$ cat config.mk
export PLATFORM = sky130hd
export DESIGN_NAME = alu_operand_sequencer
export DESIGN_NICKNAME = d
export VERILOG_FILES = /design/src/rtl/alu_pkg.sv /design/src/rtl/btn_sync_edge.sv /design/src/rtl/alu_operand_sequencer.sv
export SDC_FILE = /design/constraint.sdc
export NUM_CORES = 1
export LEC_CHECK = 0
export BUFFER_PORTS_ARGS = -buffer_cell sky130_fd_sc_hd__clkbuf_2
export CAP_MARGIN = 40
export CORE_MARGIN = 4
export CORE_UTILIZATION = 40
export CTS_BUF_LIST = sky130_fd_sc_hd__clkbuf_8
export DETAILED_ROUTE_END_ITERATION = 12
export GPL_ROUTABILITY_DRIVEN = 1
export PLACE_DENSITY = 0.71
export SLEW_MARGIN = 20
export SYNTH_ARGS = -nofsm -noshare
export SYNTH_HDL_FRONTEND = slang
export SYNTH_SLANG_ARGS = --single-unit
$ cat constraint.sdc
create_clock -name clk -period 1.3 [get_ports clk]
set_input_delay 0.26 -clock clk [delete_from_list [all_inputs] [get_ports clk]]
set_output_delay 0.26 -clock clk [all_outputs]
set_load 0.1 [all_outputs]
$ cat src/rtl/alu_pkg.sv
// Shared constants for the Mini-ALU: sequencer state codes, opcodes, default widths.
// Latency: none (package only).
// Backpressure: none (package only).
package alu_pkg;

  localparam int DATA_W_DEF      = 6;
  localparam int OP_W_DEF        = 3;
  localparam int RES_W_DEF       = 8;
  localparam int SYNC_STAGES_DEF = 2;
  localparam int STATE_W         = 3;

  // Sequencer state codes; 6 and 7 are unused and recover to WAIT_A.
  localparam logic [STATE_W-1:0] WAIT_A  = 3'd0;
  localparam logic [STATE_W-1:0] WAIT_B  = 3'd1;
  localparam logic [STATE_W-1:0] WAIT_OP = 3'd2;
  localparam logic [STATE_W-1:0] EXEC    = 3'd3;
  localparam logic [STATE_W-1:0] CAPTURE = 3'd4;
  localparam logic [STATE_W-1:0] SHOW    = 3'd5;

  // Opcodes understood by the combinational ALU.
  localparam logic [2:0] OP_ADD  = 3'b000;
  localparam logic [2:0] OP_SUB  = 3'b001;
  localparam logic [2:0] OP_AND  = 3'b010;
  localparam logic [2:0] OP_OR   = 3'b011;
  localparam logic [2:0] OP_LESS = 3'b100;
  localparam logic [2:0] OP_GTE  = 3'b101;

endpackage

$ cat src/rtl/btn_sync_edge.sv
// Pushbutton synchroniser plus rising-edge detector, one-cycle pulse per press.
// Latency: pulse is high in the cycle after SYNC_STAGES edges have seen the press.
// Backpressure: none; a held button yields a single pulse, release is required.
module btn_sync_edge #(
  parameter int SYNC_STAGES = 2  // must be at least 2 for metastability settling
) (
  input  logic clk,
  input  logic rst,
  input  logic i_btn,
  output logic o_pulse
);

  logic [SYNC_STAGES-1:0] r_sync;
  logic                   r_prev;

  // Shift the raw button through the synchroniser and remember the last output.
  // Everything resets high so a button held through reset is not seen as a press.
  always_ff @(posedge clk or posedge rst) begin
    if (rst) begin
      r_sync <= '1;
      r_prev <= 1'b1;
    end else begin
      r_sync <= {r_sync[SYNC_STAGES-2:0], i_btn};
      r_prev <= r_sync[SYNC_STAGES-1];
    end
  end

  assign o_pulse = r_sync[SYNC_STAGES-1] & ~r_prev;

endmodule

$ cat src/rtl/alu_operand_sequencer.sv
// Collects A, B and opcode from shared switches on load presses, holds them for the ALU, registers the result.
// Latency: press acted on SYNC_STAGES+1 clocks after the button rises; result_valid 2 clocks after opcode latch.
// Backpressure: presses landing in EXEC or CAPTURE are dropped, never queued.
module alu_operand_sequencer
  import alu_pkg::*;
#(
  parameter int DATA_W      = DATA_W_DEF,
  parameter int OP_W        = OP_W_DEF,
  parameter int RES_W       = RES_W_DEF,
  parameter int SYNC_STAGES = SYNC_STAGES_DEF
) (
  input  logic               clk,
  input  logic               reset,
  input  logic               load_btn,
  input  logic [DATA_W-1:0]  sw_data,
  input  logic [OP_W-1:0]    sw_op,
  output logic [DATA_W-1:0]  alu_a,
  output logic [DATA_W-1:0]  alu_b,
  output logic [OP_W-1:0]    alu_op,
  input  logic [RES_W-1:0]   alu_result,
  output logic [RES_W-1:0]   result,
  output logic               result_valid,
  output logic [2:0]         state_dbg
);

  logic [STATE_W-1:0] r_state;
  logic [STATE_W-1:0] w_state_nxt;
  logic               w_load_pulse;
  logic               w_ld_a;
  logic               w_ld_b;
  logic               w_ld_op;
  logic               w_capture;
  logic [DATA_W-1:0]  r_alu_a;
  logic [DATA_W-1:0]  r_alu_b;
  logic [OP_W-1:0]    r_alu_op;
  logic [RES_W-1:0]   r_result;
  logic               r_result_valid;

  btn_sync_edge #(
    .SYNC_STAGES (SYNC_STAGES)
  ) u_load_sync (
    .clk     (clk),
    .rst     (reset),
    .i_btn   (load_btn),
    .o_pulse (w_load_pulse)
  );

  // State register.
  always_ff @(posedge clk or posedge reset) begin
    if (reset) begin
      r_state <= WAIT_A;
    end else begin
      r_state <= w_state_nxt;
    end
  end

  // Next state: entry states advance on a press, EXEC/CAPTURE are single fixed cycles.
  always_comb begin
    w_state_nxt = r_state;
    case (r_state)
      WAIT_A:  if (w_load_pulse) w_state_nxt = WAIT_B;
      WAIT_B:  if (w_load_pulse) w_state_nxt = WAIT_OP;
      WAIT_OP: if (w_load_pulse) w_state_nxt = EXEC;
      EXEC:    w_state_nxt = CAPTURE;
      CAPTURE: w_state_nxt = SHOW;
      SHOW:    if (w_load_pulse) w_state_nxt = WAIT_B;
      default: w_state_nxt = WAIT_A;
    endcase
  end

  // Load enables; a press in SHOW is the A entry of the next operation.
  always_comb begin
    w_ld_a    = 1'b0;
    w_ld_b    = 1'b0;
    w_ld_op   = 1'b0;
    w_capture = 1'b0;
    case (r_state)
      WAIT_A:  w_ld_a    = w_load_pulse;
      WAIT_B:  w_ld_b    = w_load_pulse;
      WAIT_OP: w_ld_op   = w_load_pulse;
      CAPTURE: w_capture = 1'b1;
      SHOW:    w_ld_a    = w_load_pulse;
      default: ;
    endcase
  end

  // Operand/result registers; each changes only on its own load cycle.
  always_ff @(posedge clk or posedge reset) begin
    if (reset) begin
      r_alu_a        <= '0;
      r_alu_b        <= '0;
      r_alu_op       <= '0;
      r_result       <= '0;
      r_result_valid <= 1'b0;
    end else begin
      if (w_ld_a)  r_alu_a  <= sw_data;
      if (w_ld_b)  r_alu_b  <= sw_data;
      if (w_ld_op) r_alu_op <= sw_op;
      if (w_capture) begin
        r_result       <= alu_result;
        r_result_valid <= 1'b1;
      end else if (w_ld_a) begin
        // Starting a new operation; the old result stays on display but is no longer valid.
        r_result_valid <= 1'b0;
      end
    end
  end

  assign alu_a        = r_alu_a;
  assign alu_b        = r_alu_b;
  assign alu_op       = r_alu_op;
  assign result       = r_result;
  assign result_valid = r_result_valid;
  assign state_dbg    = r_state;

endmodule

==> flow_summary.rst <==
.. list-table::
   :header-rows: 1

   * - Metric
     - Value
   * - Violations in the final reports
     - negative setup slack
   * - Global route total overflow
     - 0
   * - Source-to-sink clock delay at the later pin of the worst-skew pair
     - around 0.27 ns
   * - Crit end category
     - register
   * - TritonCTS buffer count
     - 5
   * - CTS tree
     - done
   * - Remaining routing DRC violations
     - 0
   * - CP Launch Type
     - register
   * - Worst EP arrival
     - between 1.5 and 2 ns
   * - Run status
     - finished with violations
   * - Global-route usage over all layers
     - between 10% and 20%
   * - Top-area cell type share of the netlist area
     - roughly 59%
   * - Diodes inserted
     - 0
   * - Worst Tran Pin Value
     - about 0.33 ns
   * - Proportion of layout cells with a drive suffix above 1
     - just over 70%
   * - Share of flip-flops with an asynchronous set or reset
     - 100%
   * - Site Rows
     - 19
   * - Syn nets
     - slightly above 90
   * - Worst-case clock buffer depth
     - 2
   * - Critical Path, Cell by Cell
     - and2_4 > o21ai_4 > mux2_2
   * - Mapped cell area
     - 1150 um2
   * - Die Y-Extent
     - around 60 um
   * - Number of synthesized register bits
     - 30
   * - Main area contributors after synthesis
     - sky130_fd_sc_hd__dfrtp_1 (59%), sky130_fd_sc_hd__mux2_2 (23%), sky130_fd_sc_hd__dfstp_2 (6.8%)
   * - Number of violations of the max-capacitance limit
     - 0
   * - Crit path max-delay cell type
     - sky130_fd_sc_hd__dfrtp_4
   * - Full die area
     - 3800 um2
   * - WHS Path Cells
     - 1
   * - Cell type contributing the most total cell area after synthesis
     - sky130_fd_sc_hd__dfrtp_1
   * - Area inside the core boundary
     - 2760 um2
   * - Number of distinct standard cells referenced by the synthesized netlist
     - 18
   * - Worst min path class
     - primary input to register
   * - Register-to-Register Path Depth
     - 3
   * - Top_reg_cell synth
     - sky130_fd_sc_hd__dfrtp_1
   * - Mapped Cells
     - 73
   * - Final Hold Viols
     - 0
   * - Unrepaired setup endpoints after global routing
     - true
   * - CP max stage delay
     - 0.51 ns
   * - DRT Wirelength
     - about 3000 um
   * - Placement-stage worst setup slack
     - -0.169 ns
   * - Number of global-route vias before repair
     - 959
   * - Violation count after the first detailed-route iteration
     - 15
   * - Mean number of vias per cell
     - just under 5
   * - Critical setup path kind
     - register to register
   * - Global-route wire length before repair
     - 4880 um
   * - Number of input and output port buffers inserted
     - 46
   * - Most repeated cell in the gate-level netlist after synthesis
     - sky130_fd_sc_hd__dfrtp_1
   * - Crit Path Max Fanout
     - 7
   * - Final period util
     - 113%
   * - Post-layout min period
     - 1.47 ns
   * - Number of synthesized flops with an enable pin
     - 0
   * - Maximum number of pins on one net before global-route repair
     - 18
   * - R2r endpoint
     - alu_a[5]
   * - Count of pins over their slew limit
     - 0
   * - First-pass detailed-route iteration total
     - 4
   * - Width of the chip
     - 61.6 um
   * - Clock net sink count
     - 30
   * - Routed Antenna Nets
     - 0
   * - Count of synthesis-stage warnings from yosys
     - 0
   * - Setup Skew
     - between 0.003 and 0.004 ns
   * - Final-report setup violation count
     - 27
   * - Global placement routability congestion
     - 0.654
   * - Clock-pin transition on the worst setup and hold timing paths
     - 0.06 ns
   * - Crit Reg-Reg Startpoint
     - state_dbg[2]
   * - I/O Pins
     - 47
   * - Per-instance average area after synthesis
     - 15.8 um2
   * - Wirelength per Cell
     - 18.0 um
   * - Fill cells
     - roughly 150
   * - Initial standard-cell utilization of the core
     - a little over two fifths
   * - Headroom to the max-slew limit
     - around 78%
   * - Hold Path Sink
     - u_load_sync.r_sync[0]
   * - Critical path data required time
     - approximately 1.5 ns
   * - Initial antenna violation count
     - 0
   * - # nets final
     - roughly 160
   * - Leading cell types by count after synthesis
     - sky130_fd_sc_hd__dfrtp_1 (27), sky130_fd_sc_hd__mux2_2 (23), sky130_fd_sc_hd__dfstp_2 (3), sky130_fd_sc_hd__nand2_1 (3)
   * - Worst Hold Launch
     - load_btn
   * - R2r setup slk
     - -0.17 ns
   * - FMAX
     - between 600 and 700 MHz
   * - Routed vias
     - just over 800
   * - Estimated wirelength of the detail-placed design
     - 2120 um
   * - Depth of the CTS H-tree
     - 2
   * - PnR worst setup slack
     - -0.174 ns
   * - Layout overhead on the synthesized area
     - 83.4%
   * - Share of the yosys chip area belonging to registers
     - 65.5%
   * - Clock root buffer
     - sky130_fd_sc_hd__clkbuf_8
[final cells by class]
class / instances / area, um2 / share of cell area (%)
Sequential cell: 30 / 766 / 36.3
Timing Repair Buffer: 60 / 763 / 36.2
Multi-Input combinational cell: 41 / 448 / 21.2
Clock buffer: 6 / 82.6 / 3.91
Tap cell: 31 / 38.8 / 1.84
Clock inverter: 2 / 8.76 / 0.415
Inverter: 1 / 3.75 / 0.178
[cell usage in the layout, fill, tap and decap left out]
master and n:
sky130_fd_sc_hd__nand2b_1 1, sky130_fd_sc_hd__and2_4 1, sky130_fd_sc_hd__buf_6 2, sky130_fd_sc_hd__buf_12 28
sky130_fd_sc_hd__clkbuf_2 19, sky130_fd_sc_hd__dfrtp_1 24, sky130_fd_sc_hd__mux2_2 13, sky130_fd_sc_hd__mux2_4 10
sky130_fd_sc_hd__a21o_1 1, sky130_fd_sc_hd__inv_1 2, sky130_fd_sc_hd__buf_4 10, sky130_fd_sc_hd__o21ai_0 1
sky130_fd_sc_hd__clkbuf_8 6, sky130_fd_sc_hd__dlygate4sd3_1 1, sky130_fd_sc_hd__clkinv_2 1, sky130_fd_sc_hd__nor3b_4 2
sky130_fd_sc_hd__nor2_4 1, sky130_fd_sc_hd__dfrtp_4 3, sky130_fd_sc_hd__nand2_1 3, sky130_fd_sc_hd__o21ai_4 1
sky130_fd_sc_hd__nand2_4 1, sky130_fd_sc_hd__nor2b_1 2, sky130_fd_sc_hd__nand3_1 1, sky130_fd_sc_hd__dfstp_2 3
sky130_fd_sc_hd__a22o_1 1, sky130_fd_sc_hd__a21oi_1 2
[layer usage]
metal	GRT usage, %	part of all wire, %
met4	6.97	1.9
met2	33.6	58
met1	20.0	35
met3	5.87	4.9
met5	0	0
[worst max-delay path by stage]
stage,startpoint,end,depth (start not counted)
3_3_place_gp,state_dbg[0],alu_a[2],3
2_1_floorplan,state_dbg[1],result[0],3
5_1_grt,state_dbg[0],state_dbg[0],3
3_5_place_dp,state_dbg[2],alu_op[0],3
6_report,state_dbg[2],alu_a[5],3
4_1_cts,state_dbg[0],state_dbg[0],3
[flip-flops by register name, summed over array words and instances (netlist names)]
signal              count
alu_a                   6
alu_b                   6
result                  8
alu_op                  3
result_valid            1
u_load_sync.r_prev      1
u_load_sync.r_sync      2
state_dbg               3
[through the flow]
step	std cells	util (%)	hold slack (ns)	cell area [um2]	TNS, ns
global route	171	76.5	0.0690	2110	-4.26
global placement	159	69.9	0.258	1930	-1.98
detailed placement	159	69.9	0.270	1930	-2.64
finish	171	76.5	0.0856	2110	-2.99
floorplan	73	-	0.264	1180	-7.11
CTS	171	76.1	0.0886	2100	-3.15
[worst max-delay path, delay by kind of cell (launching register included)]
| kind | cells | cell delay [ns] |
|---|---|---|
| simple gates | 1 | 0.16 |
| compound gates | 1 | 0.29 |
| mux | 1 | 0.39 |
| flops | 1 | 0.51 |
[kinds of logic (layout without fill, tap and decap cells)]
family | Yosys count | count (layout) | share of synthesized area (%)
buf+inv | 2 | 69 | 0.760
compound gates | 6 | 6 | 3.48
mux | 23 | 23 | 22.5
flops | 30 | 30 | 65.5
simple gates | 12 | 12 | 7.72
[what timing repair did]
item,in CTS,in global routing
hold buffers,1,0
setup endpoints to repair,28,28
hold endpoints to repair,13,0
resized for setup,13,3
pin swaps,1,1
setup buffers,3,0
Power is left out: the tool's default activity adds up to more than one toggle a clock period on the data nets, which glitch-free logic cannot reach.
